[src/rtl/primegen_drv_pkg.sv]
// -----------------------------------------------------------------------------
// primegen_drv_pkg
// Shared definitions for the prime generator driver:
//   - ST_* : FSM state encodings (IDLE, REQ, WAIT, ERR)
//   - state_e : enum built on those encodings
//   - STATE_X : all-X filler used by the FSM default branch
// -----------------------------------------------------------------------------
package primegen_drv_pkg;

    localparam logic [1:0] ST_IDLE = 2'd0;
    localparam logic [1:0] ST_REQ  = 2'd1;
    localparam logic [1:0] ST_WAIT = 2'd2;
    localparam logic [1:0] ST_ERR  = 2'd3;

    typedef enum logic [1:0] {
        S_IDLE = ST_IDLE,
        S_REQ  = ST_REQ,
        S_WAIT = ST_WAIT,
        S_ERR  = ST_ERR
    } state_e;

    localparam logic [1:0] STATE_X = 2'bxx;

endpackage

[src/rtl/primegen_drv_if.sv]
// -----------------------------------------------------------------------------
// primegen_drv_if
// Bundles every non-clock/reset signal of primegen_drv.
//   Control : start, num (in), busy, done, err, order_err (out)
//   Gen side: gen_go (out), gen_ready, gen_error, gen_res (in)
//   Stream  : out_valid, out_data (out), out_ready (in)
// Directions are given from the driver's point of view in modport master;
// modport slave is the mirror image (host + generator + consumer).
//
// Stream handshake: a word moves on a rising clk edge where out_valid and
// out_ready are both 1; out_valid/out_data stay stable until that happens,
// and out_ready may toggle freely.
// -----------------------------------------------------------------------------
interface primegen_drv_if #(
    parameter int WIDTH_LOG = 4,
    parameter int CNT_W     = 16
);
    logic                        start;
    logic [CNT_W-1:0]            num;
    logic                        gen_go;
    logic                        gen_ready;
    logic                        gen_error;
    logic [(1<<WIDTH_LOG)-1:0]   gen_res;
    logic                        out_valid;
    logic                        out_ready;
    logic [(1<<WIDTH_LOG)-1:0]   out_data;
    logic                        busy;
    logic                        done;
    logic                        err;
    logic                        order_err;

    modport master (
        input  start, num, gen_ready, gen_error, gen_res, out_ready,
        output gen_go, out_valid, out_data, busy, done, err, order_err
    );

    modport slave (
        output start, num, gen_ready, gen_error, gen_res, out_ready,
        input  gen_go, out_valid, out_data, busy, done, err, order_err
    );
endinterface

[src/rtl/primegen_drv_prime_fifo.sv]
// -----------------------------------------------------------------------------
// prime_fifo
// Synchronous first-word-fall-through FIFO for captured primes.
//   clk, rst_n : clock, synchronous active-low reset
//   i_push     : write i_wdata (ignored when full)
//   i_pop      : drop the head (ignored when empty)
//   o_full     : registered full flag
//   o_empty    : registered empty flag
//   o_head     : current head word (0 after reset)
//   o_count    : number of stored words
// Pointers carry one extra wrap bit so full and empty differ.
// -----------------------------------------------------------------------------
module prime_fifo #(
    parameter int WIDTH     = 16,
    parameter int DEPTH_LOG = 2
) (
    input  logic                 clk,
    input  logic                 rst_n,
    input  logic                 i_push,
    input  logic [WIDTH-1:0]     i_wdata,
    input  logic                 i_pop,
    output logic                 o_full,
    output logic                 o_empty,
    output logic [WIDTH-1:0]     o_head,
    output logic [DEPTH_LOG:0]   o_count
);
    localparam int                 DEPTH    = 1 << DEPTH_LOG;
    localparam logic [DEPTH_LOG:0] FULL_CNT = (DEPTH_LOG+1)'(DEPTH);

    logic [WIDTH-1:0]   r_mem [DEPTH];
    logic [DEPTH_LOG:0] r_wr_ptr;
    logic [DEPTH_LOG:0] r_rd_ptr;
    logic               r_full;
    logic               r_empty;

    logic               w_push;
    logic               w_pop;
    logic [DEPTH_LOG:0] w_wr_nxt;
    logic [DEPTH_LOG:0] w_rd_nxt;
    logic [DEPTH_LOG:0] w_cnt_nxt;

    always_comb begin
        w_push    = i_push && !r_full;
        w_pop     = i_pop && !r_empty;
        w_wr_nxt  = r_wr_ptr + (DEPTH_LOG+1)'(w_push);
        w_rd_nxt  = r_rd_ptr + (DEPTH_LOG+1)'(w_pop);
        w_cnt_nxt = w_wr_nxt - w_rd_nxt;
    end

    always_ff @(posedge clk) begin
        if (!rst_n) begin
            r_wr_ptr <= '0;
            r_rd_ptr <= '0;
            r_full   <= 1'b0;
            r_empty  <= 1'b1;
            for (int i = 0; i < DEPTH; i++) r_mem[i] <= '0;
        end else begin
            if (w_push) r_mem[r_wr_ptr[DEPTH_LOG-1:0]] <= i_wdata;
            r_wr_ptr <= w_wr_nxt;
            r_rd_ptr <= w_rd_nxt;
            // Flags are precomputed from next pointers so they are plain flops.
            r_empty  <= (w_cnt_nxt == '0);
            r_full   <= (w_cnt_nxt == FULL_CNT);
        end
    end

    assign o_full  = r_full;
    assign o_empty = r_empty;
    assign o_head  = r_mem[r_rd_ptr[DEPTH_LOG-1:0]];
    assign o_count = r_wr_ptr - r_rd_ptr;

endmodule

[src/rtl/primegen_drv.sv]
// -----------------------------------------------------------------------------
// primegen_drv
// Drives a prime generator with one go pulse per requested prime, captures
// each result into prime_fifo and streams the primes out via valid/ready.
//   clk, rst_n  : clock, synchronous active-low reset
//   bus (master): start/num control, gen_* handshake, out_* stream,
//                 busy/done/err/order_err status
//   o_dbg_state : current FSM state (primegen_drv_pkg encoding)
// Optional feature macro: PRIMEGEN_DRV_ORDER_CHECK_EN enables the
// monotonicity check driving order_err; otherwise order_err is 0.
// -----------------------------------------------------------------------------
module primegen_drv
    import primegen_drv_pkg::*;
#(
    parameter int WIDTH_LOG = 4,
    parameter int DEPTH_LOG = 2,
    parameter int CNT_W     = 16
) (
    input  logic               clk,
    input  logic               rst_n,
    primegen_drv_if.master     bus,
    output logic [1:0]         o_dbg_state
);
    localparam int                 W     = 1 << WIDTH_LOG;
    localparam logic [DEPTH_LOG:0] DEPTH = (DEPTH_LOG+1)'(1 << DEPTH_LOG);

    state_e             r_state;
    logic [CNT_W-1:0]   r_remain;
    logic               r_bounded;
    logic               r_gen_go;
    logic               r_busy;
    logic               r_done;
    logic               r_done_pend;
    logic               r_err;

    logic               w_full;
    logic               w_empty;
    logic [W-1:0]       w_head;
    logic [DEPTH_LOG:0] w_count;
    logic [DEPTH_LOG:0] w_free;
    logic               w_capture;
    logic               w_push;
    logic               w_pop;

    // r_gen_go is high during the first WAIT cycle; the generator still shows
    // its previous ready then, so that cycle is never treated as a response.
    assign w_capture = (r_state == S_WAIT) && !r_gen_go && bus.gen_ready;
    assign w_push    = w_capture && !bus.gen_error;
    assign w_pop     = !w_empty && bus.out_ready;
    assign w_free    = DEPTH - w_count;

    prime_fifo #(
        .WIDTH     (W),
        .DEPTH_LOG (DEPTH_LOG)
    ) u_fifo (
        .clk     (clk),
        .rst_n   (rst_n),
        .i_push  (w_push),
        .i_wdata (bus.gen_res),
        .i_pop   (w_pop),
        .o_full  (w_full),
        .o_empty (w_empty),
        .o_head  (w_head),
        .o_count (w_count)
    );

`ifdef PRIMEGEN_DRV_ORDER_CHECK_EN
    logic [W-1:0] r_last;
    logic         r_order_err;

    always_ff @(posedge clk) begin
        if (!rst_n) begin
            r_last      <= '0;
            r_order_err <= 1'b0;
        end else if (r_state == S_IDLE && bus.start) begin
            r_last      <= '0;
            r_order_err <= 1'b0;
        end else if (w_push) begin
            if (bus.gen_res <= r_last) r_order_err <= 1'b1;
            r_last <= bus.gen_res;
        end
    end

    assign bus.order_err = r_order_err;
`else
    assign bus.order_err = 1'b0;
`endif

    always_ff @(posedge clk) begin
        if (!rst_n) begin
            r_state     <= S_IDLE;
            r_remain    <= '0;
            r_bounded   <= 1'b0;
            r_gen_go    <= 1'b0;
            r_busy      <= 1'b0;
            r_done      <= 1'b0;
            r_done_pend <= 1'b0;
            r_err       <= 1'b0;
        end else begin
            r_done <= 1'b0;
            // A bounded run may finish its requests before the consumer drains.
            if (r_done_pend && w_empty) begin
                r_done      <= 1'b1;
                r_done_pend <= 1'b0;
            end
            if (w_push) assert (!w_full);
            case (r_state)
                S_IDLE: begin
                    if (bus.start) begin
                        r_remain    <= bus.num;
                        r_bounded   <= (bus.num != '0);
                        r_err       <= 1'b0;
                        r_done_pend <= 1'b0;
                        r_busy      <= 1'b1;
                        r_state     <= S_REQ;
                    end
                end
                S_REQ: begin
                    if (w_free != '0) begin
                        r_gen_go <= 1'b1;
                        r_state  <= S_WAIT;
                    end
                end
                S_WAIT: begin
                    if (r_gen_go) begin
                        r_gen_go <= 1'b0;
                    end else if (w_capture) begin
                        if (bus.gen_error) begin
                            r_err   <= 1'b1;
                            r_state <= S_ERR;
                        end else if (r_bounded && r_remain == CNT_W'(1)) begin
                            r_remain    <= '0;
                            r_done_pend <= 1'b1;
                            r_busy      <= 1'b0;
                            r_state     <= S_IDLE;
                        end else begin
                            if (r_bounded) r_remain <= r_remain - CNT_W'(1);
                            r_state <= S_REQ;
                        end
                    end
                end
                S_ERR: begin
                    if (w_empty) begin
                        r_busy  <= 1'b0;
                        r_state <= S_IDLE;
                    end
                end
                default: r_state <= state_e'(STATE_X);
            endcase
        end
    end

    assign bus.gen_go    = r_gen_go;
    assign bus.out_valid = !w_empty;
    assign bus.out_data  = w_head;
    assign bus.busy      = r_busy;
    assign bus.done      = r_done;
    assign bus.err       = r_err;
    assign o_dbg_state   = r_state;

endmodule

[src/flat_wrapper.sv]
// flat-port wrapper written by rule: the top's interface ports become plain ports
module primegen_drv_flat import primegen_drv_pkg::*;
#(
    parameter int WIDTH_LOG = 4,
    parameter int DEPTH_LOG = 2,
    parameter int CNT_W     = 16
)
  (clk, rst_n, o_dbg_state, bus_start, bus_num, bus_gen_ready, bus_gen_error, bus_gen_res, bus_out_ready, bus_gen_go, bus_out_valid, bus_out_data, bus_busy, bus_done, bus_err, bus_order_err);
  primegen_drv_if #(.WIDTH_LOG(WIDTH_LOG), .CNT_W(CNT_W)) bus_i ();
  input  logic clk;
  input  logic rst_n;
  output logic [1:0] o_dbg_state;
  input wire logic [$bits(bus_i.start)-1:0] bus_start;
  input wire logic [$bits(bus_i.num)-1:0] bus_num;
  input wire logic [$bits(bus_i.gen_ready)-1:0] bus_gen_ready;
  input wire logic [$bits(bus_i.gen_error)-1:0] bus_gen_error;
  input wire logic [$bits(bus_i.gen_res)-1:0] bus_gen_res;
  input wire logic [$bits(bus_i.out_ready)-1:0] bus_out_ready;
  output wire logic [$bits(bus_i.gen_go)-1:0] bus_gen_go;
  output wire logic [$bits(bus_i.out_valid)-1:0] bus_out_valid;
  output wire logic [$bits(bus_i.out_data)-1:0] bus_out_data;
  output wire logic [$bits(bus_i.busy)-1:0] bus_busy;
  output wire logic [$bits(bus_i.done)-1:0] bus_done;
  output wire logic [$bits(bus_i.err)-1:0] bus_err;
  output wire logic [$bits(bus_i.order_err)-1:0] bus_order_err;
  assign bus_i.start = bus_start;
  assign bus_i.num = bus_num;
  assign bus_i.gen_ready = bus_gen_ready;
  assign bus_i.gen_error = bus_gen_error;
  assign bus_i.gen_res = bus_gen_res;
  assign bus_i.out_ready = bus_out_ready;
  assign bus_gen_go = bus_i.gen_go;
  assign bus_out_valid = bus_i.out_valid;
  assign bus_out_data = bus_i.out_data;
  assign bus_busy = bus_i.busy;
  assign bus_done = bus_i.done;
  assign bus_err = bus_i.err;
  assign bus_order_err = bus_i.order_err;
  primegen_drv #(.WIDTH_LOG(WIDTH_LOG), .DEPTH_LOG(DEPTH_LOG), .CNT_W(CNT_W)) u_core (.clk(clk), .rst_n(rst_n), .bus(bus_i), .o_dbg_state(o_dbg_state));
endmodule
[config.mk]
export PLATFORM = sky130hd
export DESIGN_NAME = primegen_drv_flat
export DESIGN_NICKNAME = d
export VERILOG_FILES = /design/src/rtl/primegen_drv_pkg.sv /design/src/rtl/primegen_drv_if.sv /design/src/rtl/primegen_drv_prime_fifo.sv /design/src/rtl/primegen_drv.sv /design/src/flat_wrapper.sv
export SDC_FILE = /design/constraint.sdc
export NUM_CORES = 1
export LEC_CHECK = 0
export BUFFER_PORTS_ARGS = -buffer_cell sky130_fd_sc_hd__buf_2
export CAP_MARGIN = 20
export CORE_UTILIZATION = 27
export DETAILED_ROUTE_END_ITERATION = 8
export PLACE_DENSITY = 0.44
export SETUP_SLACK_MARGIN = 0.4
export SYNTH_ARGS = -nofsm -noshare
export SYNTH_HDL_FRONTEND = slang
export SYNTH_SLANG_ARGS = --single-unit
[constraint.sdc]
create_clock -name clk -period 7.1 [get_ports clk]
set_input_delay 1.065 -clock clk [delete_from_list [all_inputs] [get_ports clk]]
set_output_delay 1.065 -clock clk [all_outputs]
set_load 0.05 [all_outputs]
==> qor.log, run 1 <==
[yosys] flip-flop cell with the highest count after synthesis sky130_fd_sc_hd__edfxtp_1
[grt] Overflow after GRT 0
[timing] final hold violation count 0
[power] net switching power figure 0.000696 W
[yosys] Mean Syn Cell Area 11.8 um^2
[critical_path] critical path endpoint category register
[floorplan] effective utilization at floorplan 27.8%
[critical_path] Required @ worst endpoint 7.07 ns
[yosys] Syn. warnings 0
[timing] measured slew at the worst slew-check pin 1.03 ns
[critical_path] Worst Setup Start Kind register
[power] power per cell area 324 nW/um^2
[yosys] share of synthesized area occupied by flip-flops and latches 52.9%
[placed_design] dpl hpwl 8100 um
[power] logic gate share of total power 33.6%
[yosys] post-synth net total 464
[power] switching part of the total 38.3%
[job] maximum capacitance violations 0
[power] Reg power frac 40.5%
[worst_hold_path] start point of the worst hold path u_core.bus.err
[floorplan] standard-cell rows 48
[power] static leakage power 2.21 nW
[routing] WL/cell 17.3 um
[grt] global-route wire length before repair 18800 um
[clock_tree] H-tree levels 3
[final_layout] count of fill cells added during filler insertion 1790
[timing] Fmax 233 MHz
[final_layout] proportion of layout cells with a drive suffix above 1 22.2%
[grt] pin count of the biggest net entering global routing 56
[floorplan] placeable core area 17400 um^2
[routing] detailed-route wire length on metal 1 5810 um
[grt] global-route usage over all layers 13.7%
[clock_tree] clock buffer count from CTS 9
[timing] worst max-slew margin expressed relative to the limit 31.0%
[yosys] count of flip-flops with a built-in enable after synthesis 64
[routing] via count 3392
[critical_path] type of the setup path with the least slack reg -> reg
[timing] maximum clock skew at final layout 0.00686 ns
[routing] initial detailed-routing violation count 223
[outcome] status finished clean
[clock_tree] post-CTS setup buffer count 0
[timing] part of the cycle the worst path needs 60.5%
[routing] drt drc 0
[final_layout] final antenna diode count 0
[critical_path] Worst R2R Start u_core.o_dbg_state[0]
[final_layout] synthesis-to-layout area growth 15.7%
[floorplan] IO Pins 62
[routing] Top Layer Used met4
[routing] Routed Antenna Nets 0
[floorplan] Die H 136 um
[placed_design] Cells after DPL 673
[routing] met3 wire len 552 um
[grt] vias in the first global route 3325
[floorplan] floorplan die area 18500 um^2
[placed_design] number of buffers inserted by port buffering 60
[worst_hold_path] path category of the worst min-delay check reg -> reg
[grt] antenna violations before repair 0
[floorplan] die extent in x 136 um
[timing] number of setup violations in the final report 0
[yosys] distinct cell type count of the synthesized netlist 56
[critical_path] critical path data arrival time 4.27 ns
[yosys] Synth Instances 411
[power] Clk pwr share 25.8%
[critical_path] Critical path origin u_core.o_dbg_state[0]
[power] Cell Int Power 0.00112 W
[routing] number of iterations in the first detailed-routing pass 4
[yosys] fraction of synthesis flops using an asynchronous set or reset pin 0%
[clock_tree] CTS hold repair buffers 0
[clock_tree] clk_lat worst skew 0.35 ns
[timing] Pins Over Slew Limit 0
[placed_design] final RePlAce weighted congestion 0.775
[clock_tree] number of sinks on the clock net 96
[yosys] Netlist Area Pre-Place 4850 um^2
[routing] metal2 WL 5380 um
[critical_path] largest fanout on the critical path 21
[clock_tree] CTS tree done
[timing] worst slack on hold paths 0.482 ns
[routing] per-cell via count in the routed design 4.92
[timing] Total Negative Setup Slacks 0 ns
[clock_tree] quantity of gates resized following cts 0
[routing] drt total wl 11900 um
[power] IR Drop Worst-Case VDD 0.180 mV
[timing] unrepaired setup endpoints after global routing false
[final_layout] final standard cell count with taps included and fillers excluded 689
[clock_tree] clock transition time at the flip-flop clock pins of the worst setup and hold paths 0.07 ns
[final_layout] Nets 512
[yosys] flip-flop and latch count after synthesis 96
[clock_tree] Clock Tree Root sky130_fd_sc_hd__clkbuf_16
[clock_tree] Max Buffers Root-to-Sink 2
[timing] post-layout min period 4.30 ns
[stage by stage]
| step | utilization, % | power (W) | setup WS, ns | instance area (um^2) |
|---|---|---|---|---|
| floorplan | - | 0.00120 | 4.05 | 4850 |
| global placement | 30.6 | 0.00136 | 2.74 | 5330 |
| detailed placement | 30.6 | 0.00136 | 2.58 | 5330 |
| CTS | 32.2 | 0.00183 | 2.64 | 5610 |
| global route | 32.2 | 0.00193 | 2.35 | 5610 |
| finish | 32.2 | 0.00182 | 2.80 | 5610 |
[cells in the final DEF (no fill, tap or decap), types with 2 or more instances in the layout]
| master | count |
|---|---|
| sky130_fd_sc_hd__inv_1 | 16 |
| sky130_fd_sc_hd__nor3_2 | 2 |
| sky130_fd_sc_hd__and2_1 | 56 |
| sky130_fd_sc_hd__xor2_1 | 3 |
| sky130_fd_sc_hd__inv_6 | 5 |
| sky130_fd_sc_hd__o21ai_0 | 15 |
| sky130_fd_sc_hd__a211oi_1 | 2 |
| sky130_fd_sc_hd__xnor2_1 | 2 |
| sky130_fd_sc_hd__nand3_1 | 7 |
| sky130_fd_sc_hd__o221ai_1 | 5 |
| sky130_fd_sc_hd__mux4_2 | 16 |
| sky130_fd_sc_hd__clkbuf_16 | 9 |
| sky130_fd_sc_hd__nor4_1 | 8 |
| sky130_fd_sc_hd__and4_1 | 3 |
| sky130_fd_sc_hd__nand2_1 | 29 |
| sky130_fd_sc_hd__or4_1 | 2 |
| sky130_fd_sc_hd__a21oi_1 | 13 |
| sky130_fd_sc_hd__buf_2 | 60 |
| sky130_fd_sc_hd__or3_1 | 2 |
| sky130_fd_sc_hd__nor2b_1 | 3 |
| sky130_fd_sc_hd__ha_1 | 15 |
| sky130_fd_sc_hd__a32o_1 | 8 |
| sky130_fd_sc_hd__a22o_1 | 3 |
| sky130_fd_sc_hd__a32oi_1 | 3 |
| sky130_fd_sc_hd__edfxtp_1 | 64 |
| sky130_fd_sc_hd__a21boi_0 | 5 |
| sky130_fd_sc_hd__o22ai_1 | 3 |
| sky130_fd_sc_hd__nor3_1 | 8 |
| sky130_fd_sc_hd__buf_4 | 3 |
| sky130_fd_sc_hd__nand2b_1 | 5 |
| sky130_fd_sc_hd__dfxtp_1 | 32 |
| sky130_fd_sc_hd__nor2_1 | 11 |
| sky130_fd_sc_hd__and3_1 | 19 |
| sky130_fd_sc_hd__nor4b_1 | 2 |
[power by group through the flow]
stage / combinational (W) / sequential [W] / clock, W
5_1_grt: 0.000672 / 0.000748 / 0.000506
6_report: 0.000611 / 0.000737 / 0.000469
4_1_cts: 0.000612 / 0.000736 / 0.000486
2_1_floorplan: 0.000442 / 0.000756 / 0
3_5_place_dp: 0.000609 / 0.000748 / 0
3_3_place_gp: 0.000610 / 0.000748 / 0
[flip-flops by register name, summed over array words and instances, names as in the netlist, 2 cells and up]
signal,count
u_core.u_fifo.r_wr_ptr,3
u_core.r_remain,16
u_core.u_fifo.r_mem,64
u_core.o_dbg_state,2
u_core.u_fifo.r_rd_ptr,3
[critical path, stage by stage, from the launching register on]
cell                       delay (ns)
sky130_fd_sc_hd__dfxtp_1         0.36
sky130_fd_sc_hd__inv_1           0.12
sky130_fd_sc_hd__ha_1            0.62
sky130_fd_sc_hd__nand2b_1        0.27
sky130_fd_sc_hd__nor3_4          0.69
sky130_fd_sc_hd__nand2_1         0.25
sky130_fd_sc_hd__nor3_2          0.82
sky130_fd_sc_hd__nand2b_1        0.78
[metal layers]
metal,vias up,track usage (%)
li1,1640,-
met1,1650,18.5
met2,90,21.0
met3,12,3.36
met4,0,5.31
met5,-,0
[synthesized netlist by cell type (2+ instances only)]
master | instances | area, um^2
sky130_fd_sc_hd__a211oi_1 | 2 | 15.0
sky130_fd_sc_hd__a21boi_0 | 6 | 45.0
sky130_fd_sc_hd__a21oi_1 | 13 | 65.1
sky130_fd_sc_hd__a22o_1 | 3 | 26.3
sky130_fd_sc_hd__a32o_1 | 8 | 80.1
sky130_fd_sc_hd__a32oi_1 | 3 | 26.3
sky130_fd_sc_hd__and2_1 | 56 | 350
sky130_fd_sc_hd__and3_1 | 19 | 119
sky130_fd_sc_hd__and4_1 | 3 | 26.3
sky130_fd_sc_hd__buf_2 | 3 | 15.0
sky130_fd_sc_hd__buf_6 | 2 | 22.5
sky130_fd_sc_hd__clkbuf_1 | 20 | 75.1
sky130_fd_sc_hd__dfxtp_1 | 32 | 641
sky130_fd_sc_hd__edfxtp_1 | 64 | 1920
sky130_fd_sc_hd__ha_1 | 15 | 188
sky130_fd_sc_hd__inv_1 | 16 | 60.1
sky130_fd_sc_hd__mux4_2 | 16 | 360
sky130_fd_sc_hd__nand2_1 | 29 | 109
sky130_fd_sc_hd__nand2b_1 | 5 | 31.3
sky130_fd_sc_hd__nand3_1 | 7 | 35.0
sky130_fd_sc_hd__nor2_1 | 11 | 41.3
sky130_fd_sc_hd__nor2b_1 | 3 | 18.8
sky130_fd_sc_hd__nor3_1 | 8 | 40.0
sky130_fd_sc_hd__nor3_2 | 2 | 20.0
sky130_fd_sc_hd__nor4_1 | 8 | 50.1
sky130_fd_sc_hd__nor4b_1 | 2 | 17.5
sky130_fd_sc_hd__o21ai_0 | 15 | 75.1
sky130_fd_sc_hd__o221ai_1 | 5 | 43.8
sky130_fd_sc_hd__o22ai_1 | 3 | 18.8
sky130_fd_sc_hd__or3_1 | 2 | 12.5
sky130_fd_sc_hd__or4_1 | 2 | 15.0
sky130_fd_sc_hd__xnor2_1 | 2 | 17.5
sky130_fd_sc_hd__xor2_1 | 3 | 26.3
[logic make-up after synthesis]
logic type / share of synthesized area [%]
compound gates: 9.92
fa+ha+maj: 3.87
other cells: 0.0774
simple gates: 20.7
xor+xnor: 1.39
flops: 52.9
buf+inv: 3.72
mux: 7.44
[path summary, 6_finish.rpt]
kind | end | slack (ns) | cells after the start
worst max-delay path | u_core.u_fifo.r_mem[0][5] | 2.80 | 7
worst min-delay path | u_core.bus.err | 0.48 | 2
worst max register to register | u_core.u_fifo.r_mem[0][5] | 2.80 | 7
worst min register to register | u_core.bus.err | 0.48 | 2
[cell type report]
cell class / count / area, um^2 / area share, %
inverter: 16 / 60.1 / 1.07
multi-input combinational: 273 / 2100 / 37.5
sequential: 96 / 2560 / 45.7
timing repair buffer: 63 / 323 / 5.76
tap: 225 / 282 / 5.02
clock inverter: 6 / 48.8 / 0.870
clock buffer: 10 / 229 / 4.08
No activity file was read; power rests on OpenSTA's default activity.
==> run 2: changes to the inputs <==
--- a/config.mk
+++ b/config.mk
@@ -9,7 +9,7 @@
 export CAP_MARGIN = 20
 export CORE_UTILIZATION = 27
 export DETAILED_ROUTE_END_ITERATION = 8
-export PLACE_DENSITY = 0.44
+export PLACE_DENSITY = 0.46
 export SETUP_SLACK_MARGIN = 0.4
 export SYNTH_ARGS = -nofsm -noshare
 export SYNTH_HDL_FRONTEND = slang
==> constraint.sdc (replaced) <==
create_clock -name clk -period 3.9 [get_ports clk]
set_input_delay 0.585 -clock clk [delete_from_list [all_inputs] [get_ports clk]]
set_output_delay 0.585 -clock clk [all_outputs]
set_load 0.05 [all_outputs]
==> qor.log, run 2 (synthesized netlist as in run 1, its figures left out) <==
[outcome] status finished clean
[power] static leakage power 2.25 nW [+1.7%]
[timing] part of the cycle the worst path needs 73.8% [+13 points]
[placed_design] dpl hpwl 8280 um [+2.3%]
[critical_path] Slowest Stage Delay on Critical Path 0.36 ns [-0.46 ns]
[clock_tree] clock buffer count from CTS 9 [unchanged]
[clock_tree] CTS tree done
[routing] initial detailed-routing violation count 215 [-3.6%]
[routing] number of iterations in the first detailed-routing pass 5 [+1]
[power] power per cell area 588 nW/um^2 [+81%]
[final_layout] most frequent cells in the layout 64 x sky130_fd_sc_hd__edfxtp_1, 60 x sky130_fd_sc_hd__buf_2, 56 x sky130_fd_sc_hd__and2_1
[clock_tree] clk_lat worst skew 0.36 ns [about the same]
[final_layout] largest registers u_core.u_fifo.r_mem: 64 flops, u_core.r_remain: 16 flops
[floorplan] floorplan die area 18500 um^2 [unchanged]
[routing] drt drc 0 [unchanged]
[critical_path] cell seen most often among critical-path stages sky130_fd_sc_hd__ha_1
[routing] WL/cell 17.4 um [+0.40%]
[grt] Most Used Layer, Global Route met2
[final_layout] sequential cell area 2560 um^2 [unchanged]
[final_layout] largest reg by FF count u_core.u_fifo.r_mem
[timing] Total Negative Setup Slacks 0 ns [unchanged]
[worst_hold_path] path category of the worst min-delay check reg -> reg
[critical_path] type of the setup path with the least slack reg -> reg
[timing] unrepaired setup endpoints after global routing false
[routing] drt total wl 12100 um [+1.6%]
[final_layout] Nets 520 [+1.6%]
[grt] GR met1 Demand/Resource 17.6% [-0.87 points]
[clock_tree] CTS hold repair buffers 0 [unchanged]
[critical_path] critical path endpoint category register
[floorplan] standard-cell rows 48 [unchanged]
[routing] per-cell via count in the routed design 4.91 [-0.19%]
[critical_path] Required @ worst endpoint 4.18 ns [-2.89 ns]
[critical_path] number of cells on the worst reg-to-reg path 12 [+5]
[timing] worst slack on hold paths 0.471 ns [-0.0113 ns]
[timing] Fmax 347 MHz [+49%]
[floorplan] effective utilization at floorplan 27.8% [unchanged]
[clock_tree] quantity of gates resized following cts 0 [unchanged]
[job] maximum capacitance violations 0 [unchanged]
[critical_path] library cell contributing the largest single delay on the critical path sky130_fd_sc_hd__dfxtp_1
[timing] maximum clock skew at final layout 0.0108 ns [+0.00395 ns]
[final_layout] most common cell after layout, fill and taps aside sky130_fd_sc_hd__edfxtp_1
[grt] antenna violations before repair 0 [unchanged]
[clock_tree] clock transition time at the flip-flop clock pins of the worst setup and hold paths 0.07 ns [about the same]
[placed_design] number of buffers inserted by port buffering 60 [unchanged]
[timing] measured slew at the worst slew-check pin 0.844 ns [-0.185 ns]
[clock_tree] Max Buffers Root-to-Sink 2 [unchanged]
[grt] global-route usage over all layers 13.9% [+0.23 points]
[final_layout] final core occ 32.6% [+0.41 points]
[placed_design] final RePlAce weighted congestion 0.813 [+5.0%]
[floorplan] die extent in x 136 um [unchanged]
[timing] final hold violation count 0 [unchanged]
[floorplan] IO Pins 62 [unchanged]
[timing] Pins Over Slew Limit 0 [unchanged]
[final_layout] final antenna diode count 0 [unchanged]
[critical_path] largest fanout on the critical path 21 [unchanged]
[grt] met3 Use GR 3.06% [-0.30 points]
[routing] Routed Antenna Nets 0 [unchanged]
[grt] vias in the first global route 3553 [+6.9%]
[clock_tree] H-tree levels 3 [unchanged]
[clock_tree] post-CTS setup buffer count 0 [unchanged]
[timing] post-layout min period 2.88 ns [-1.42 ns]
[power] IR Drop Worst-Case VDD 0.323 mV [+79%]
[power] power after layout 0.00334 W [+84%]
[critical_path] count of cell instances traversed by the critical path 12 [+5]
[timing] worst max-slew margin expressed relative to the limit 43.8% [+13 points]
[floorplan] Die H 136 um [unchanged]
[clock_tree] number of sinks on the clock net 96 [unchanged]
[final_layout] count of fill cells added during filler insertion 1768 [-1.2%]
[final_layout] synthesis-to-layout area growth 17.2%
[final_layout] multi-input logic area 2100 um^2 [unchanged]
[critical_path] family with the most delay on the worst path adder cells
[final_layout] number of flip-flops in the largest register 64 [unchanged]
[floorplan] placeable core area 17400 um^2 [unchanged]
[critical_path] Buffers & Inverters on Critical Path 3 [+2]
[clock_tree] Clock Tree Root sky130_fd_sc_hd__clkbuf_16
[grt] Overflow after GRT 0 [unchanged]
[grt] pin count of the biggest net entering global routing 55 [-1.8%]
[critical_path] critical path data arrival time 3.16 ns [-1.11 ns]
[grt] met2 usage 23.0% [+2.0 points]
[timing] number of setup violations in the final report 0 [unchanged]
[final_layout] proportion of layout cells with a drive suffix above 1 23.5% [+1.3 points]
[routing] via count 3425 [+0.97%]
[critical_path] Worst Setup Start Kind register
[worst_hold_path] Hold Path Depth 2 [unchanged]
[grt] global-route wire length before repair 19400 um [+2.8%]
[critical_path] cells along the critical path inv_1 > ha_1 > buf_4 > nand2b_1 > nor3_4 > buf_4 > ha_1 > ha_1 > ha_1 > a21oi_1 > xor3_1 > o21ai_0
run 2: changes by cell type in the layout (fill, tap and decap cells not counted):
cell and delta:
sky130_fd_sc_hd__buf_4 +8, sky130_fd_sc_hd__inv_6 -3, sky130_fd_sc_hd__clkinvlp_4 +2, sky130_fd_sc_hd__clkbuf_1 -1
sky130_fd_sc_hd__clkinv_1 +1, sky130_fd_sc_hd__clkinv_2 -1, sky130_fd_sc_hd__clkinv_8 +1, sky130_fd_sc_hd__inv_8 +1
run 2: power breakdown:
group / total, W / switching [W] / leakage [nW] / internal (W)
sequential: 0.00134 / 0.000131 / 0.923 / 0.00120
combinational: 0.00112 / 0.000727 / 1.19 / 0.000397
clock: 0.000878 / 0.000433 / 0.135 / 0.000445
run 2: path summary, 6_finish.rpt:
check,end,slack (ns),from
worst max register to register,u_core.u_fifo.o_empty,1.02,u_core.o_dbg_state[0]
worst max-delay path,u_core.u_fifo.o_empty,1.02,u_core.o_dbg_state[0]
worst min-delay path,u_core.bus.err,0.47,u_core.bus.err
worst min register to register,u_core.bus.err,0.47,u_core.bus.err
run 2: worst reg2reg max path, cell delays in order (launching register included):
cell and delay, ns:
sky130_fd_sc_hd__dfxtp_1 0.36, sky130_fd_sc_hd__inv_1 0.11, sky130_fd_sc_hd__ha_1 0.15, sky130_fd_sc_hd__buf_4 0.22, sky130_fd_sc_hd__nand2b_1 0.17, sky130_fd_sc_hd__nor3_4 0.23, sky130_fd_sc_hd__buf_4 0.27, sky130_fd_sc_hd__ha_1 0.19
sky130_fd_sc_hd__ha_1 0.24, sky130_fd_sc_hd__ha_1 0.31, sky130_fd_sc_hd__a21oi_1 0.15, sky130_fd_sc_hd__xor3_1 0.26, sky130_fd_sc_hd__o21ai_0 0.17
run 2: per-stage QoR:
step	instance area [um^2]	setup slack (ns)	cells
CTS	5680	1.00	697
global route	5680	0.706	697
floorplan	4850	1.03	411
finish	5680	1.02	697
global placement	5390	1.12	681
detailed placement	5390	1.03	681
run 2: final cells by class:
cell class | count | share of cell area [%]
Clock inverter | 7 | 1.12
Timing Repair Buffer | 71 | 6.74
Clock buffer | 9 | 3.97
Tap cell | 225 | 4.96
Inverter | 16 | 1.06
Sequential cell | 96 | 45.1
Multi-Input combinational cell | 273 | 37.0
run 2: layer usage:
layer | share of wire [%] | vias to the layer above
li1 | - | 1650
met1 | 46 | 1673
met2 | 48 | 84
met3 | 4.5 | 18
met4 | 1.7 | 0
met5 | 0 | -
==> run 3: changes to the inputs <==
==> constraint.sdc (replaced) <==
create_clock -name clk -period 2.5 [get_ports clk]
set_input_delay 0.375 -clock clk [delete_from_list [all_inputs] [get_ports clk]]
set_output_delay 0.375 -clock clk [all_outputs]
set_load 0.05 [all_outputs]
==> qor.log, run 3 (synthesized netlist as in run 1, its figures left out) <==
[floorplan] floorplan die area 18500 um^2 [unchanged]
[worst_hold_path] Hold Path Depth 3 [+1]
[placed_design] number of buffers inserted by port buffering 60 [unchanged]
[clock_tree] CTS hold repair buffers 0 [unchanged]
[final_layout] largest registers u_core.u_fifo.r_mem: 64 flops, u_core.r_remain: 16 flops
[timing] maximum clock skew at final layout 0.00706 ns [-0.00376 ns]
[final_layout] final core occ 35.1% [+2.5 points]
[timing] number of setup violations in the final report 0 [unchanged]
[critical_path] internal reg-to-reg setup slack 0.40 ns [-0.63 ns]
[worst_hold_path] end point of the most critical hold path u_core.r_remain[0]
[routing] number of iterations in the first detailed-routing pass 4 [-1]
[floorplan] IO Pins 62 [unchanged]
[timing] final hold violation count 0 [unchanged]
[clock_tree] Clock Tree Root sky130_fd_sc_hd__clkbuf_16
[placed_design] dpl hpwl 8230 um [-0.62%]
[final_layout] synthesis-to-layout area growth 26.3%
[floorplan] die extent in x 136 um [unchanged]
[clock_tree] clock transition time at the flip-flop clock pins of the worst setup and hold paths 0.07 ns [about the same]
[grt] vias in the first global route 3699 [+4.1%]
[critical_path] Required @ worst endpoint 2.74 ns [-1.44 ns]
[final_layout] Nets 538 [+3.5%]
[routing] via count 3541 [+3.4%]
[final_layout] largest reg by FF count u_core.u_fifo.r_mem
[clock_tree] H-tree levels 3 [unchanged]
[critical_path] critical path data arrival time 2.34 ns [-0.82 ns]
[routing] per-cell via count in the routed design 4.96 [+0.93%]
[clock_tree] CTS tree done
[critical_path] Slowest Stage Delay on Critical Path 0.51 ns [+0.15 ns]
[worst_hold_path] path category of the worst min-delay check in -> reg
[clock_tree] clk_lat worst skew 0.35 ns [about the same]
[power] IR Drop Worst-Case VDD 0.473 mV [+47%]
[critical_path] Buffers & Inverters on Critical Path 2 [-1]
[critical_path] critical path endpoint category register
[timing] Pins Over Slew Limit 0 [unchanged]
[power] power per cell area 890 nW/um^2 [+51%]
[grt] global-route usage over all layers 14.5% [+0.57 points]
[placed_design] worst slack at placement 0.282 ns [-0.746 ns]
[final_layout] most frequent cells in the layout 64 x sky130_fd_sc_hd__edfxtp_1, 57 x sky130_fd_sc_hd__buf_2, 54 x sky130_fd_sc_hd__and2_1
[timing] worst slack on hold paths 0.290 ns [-0.181 ns]
[grt] Overflow after GRT 0 [unchanged]
[final_layout] most common cell after layout, fill and taps aside sky130_fd_sc_hd__edfxtp_1
[floorplan] effective utilization at floorplan 27.8% [unchanged]
[outcome] status finished clean
[grt] GR met1 Demand/Resource 19.2% [+1.6 points]
[floorplan] standard-cell rows 48 [unchanged]
[grt] Most Used Layer, Global Route met2
[critical_path] type of the setup path with the least slack reg -> reg
[final_layout] proportion of layout cells with a drive suffix above 1 33.1% [+9.6 points]
[floorplan] placeable core area 17400 um^2 [unchanged]
[timing] post-layout min period 2.10 ns [-0.775 ns]
[placed_design] final RePlAce weighted congestion 0.826 [+1.6%]
[routing] initial detailed-routing violation count 267 [+24%]
[timing] part of the cycle the worst path needs 84.1% [+10 points]
[critical_path] Worst R2R Start u_core.u_fifo.r_rd_ptr[0]
[final_layout] count of fill cells added during filler insertion 1756 [-0.68%]
[floorplan] Die H 136 um [unchanged]
[critical_path] Worst Setup Start Kind register
[final_layout] final antenna diode count 0 [unchanged]
[timing] Fmax 475 MHz [+37%]
[grt] met3 Use GR 3.39% [+0.34 points]
[critical_path] family with the most delay on the worst path simple AND/OR/NAND/NOR gates
[timing] unrepaired setup endpoints after global routing true
[critical_path] largest fanout on the critical path 4 [-81%]
[grt] met2 usage 23.3% [+0.26 points]
[worst_hold_path] start point of the worst hold path bus_num[0]
[routing] Routed Antenna Nets 0 [unchanged]
[grt] pin count of the biggest net entering global routing 55 [unchanged]
[timing] Total Negative Setup Slacks 0 ns [unchanged]
[timing] worst max-slew margin expressed relative to the limit 49.4% [+5.6 points]
[routing] drt total wl 13000 um [+6.8%]
[clock_tree] Max Buffers Root-to-Sink 2 [unchanged]
[critical_path] number of cells on the worst reg-to-reg path 9 [-3]
[critical_path] terminus of the critical flop-to-flop path u_core.o_dbg_state[0]
[clock_tree] clock buffer count from CTS 9 [unchanged]
[grt] global-route wire length before repair 20200 um [+4.4%]
[timing] slack of the critical path 0.396 ns [-0.625 ns]
[grt] antenna violations before repair 0 [unchanged]
[timing] measured slew at the worst slew-check pin 0.753 ns [-0.0912 ns]
[job] maximum capacitance violations 0 [unchanged]
[clock_tree] number of sinks on the clock net 96 [unchanged]
[power] static leakage power 2.40 nW [+6.6%]
[critical_path] cells along the critical path inv_1 > ha_1 > inv_1 > ha_2 > xnor2_2 > xnor2_2 > nor4b_4 > or4b_1 > and3_1
[critical_path] library cell contributing the largest single delay on the critical path sky130_fd_sc_hd__or4b_1
[routing] drt drc 0 [unchanged]
[routing] WL/cell 18.1 um [+4.2%]
[final_layout] number of flip-flops in the largest register 64 [unchanged]
## run 3: changes by cell type in the layout (fill, tap and decap cells not counted), moves of 5 or more
cell / before / now
sky130_fd_sc_hd__buf_4: 11 / 23
sky130_fd_sc_hd__buf_12: 0 / 5
sky130_fd_sc_hd__ha_4: 0 / 5
sky130_fd_sc_hd__ha_1: 15 / 9
sky130_fd_sc_hd__dfxtp_1: 32 / 25
## run 3: how the worst max path moves through the flow
| stage | startpoint | end | slack [ns] | depth (start not counted) |
|---|---|---|---|---|
| floorplan | u_core.o_dbg_state[0] | u_core.u_fifo.o_empty | 0.25 | 11 |
| global placement | u_core.u_fifo.r_wr_ptr[1] | u_core.o_dbg_state[0] | 0.29 | 8 |
| detailed placement | u_core.u_fifo.r_wr_ptr[1] | u_core.o_dbg_state[0] | 0.28 | 8 |
| CTS | u_core.o_dbg_state[0] | u_core.u_fifo.o_empty | 0.36 | 9 |
| global route | u_core.o_dbg_state[0] | u_core.u_fifo.o_empty | 0.29 | 10 |
| finish | u_core.u_fifo.r_rd_ptr[0] | u_core.o_dbg_state[0] | 0.40 | 9 |
## run 3: timing repair
item                       4_1_cts  5_1_grt
gates cloned                     0        3
gates resized for setup         11       30
setup endpoints to repair       44       87
pin swaps                        4        9
setup buffers                    2        5
hold endpoints to repair         0        0
## run 3: layer usage
metal  vias up  part of all wire [%]  wire length (um)
li1       1692                     -                 -
met5         -                     0                 0
met4         0                  0.66                85
met1      1742                    45              5880
met2        99                    48              6260
met3         8                   5.6               729
## run 3: worst register-to-register path: cells and delay by family (launching register included)
kind | cells | cell delay [ns]
buffers and inverters | 2 | 0.14
xor gates and xnor gates | 2 | 0.29
adders and majority gates | 2 | 0.37
DFF | 1 | 0.41
and+or+nand+nor | 3 | 0.80
## run 3: area by class of cell
| class | instances | area, um^2 | area share [%] |
|---|---|---|---|
| inverters | 16 | 66.3 | 1.08 |
| clock buffers | 9 | 225 | 3.68 |
| clock inverters | 6 | 53.8 | 0.879 |
| repair buffers | 88 | 619 | 10.1 |
| multi-input cells | 274 | 2300 | 37.5 |
| flip-flops and latches | 96 | 2580 | 42.1 |
| well taps | 225 | 282 | 4.60 |
## run 3: power breakdown
group,switching (W),internal [W]
combinational,0.00122,0.000785
sequential,0.000221,0.00189
clock,0.000647,0.000686
## run 3: metrics by stage
stage               area [um^2]  power (W)  std cells
global route               6120    0.00578        714
CTS                        5900    0.00540        706
floorplan                  4970    0.00345        411
detailed placement         5570    0.00402        689
global placement           5570    0.00400        689
finish                     6120    0.00545        714
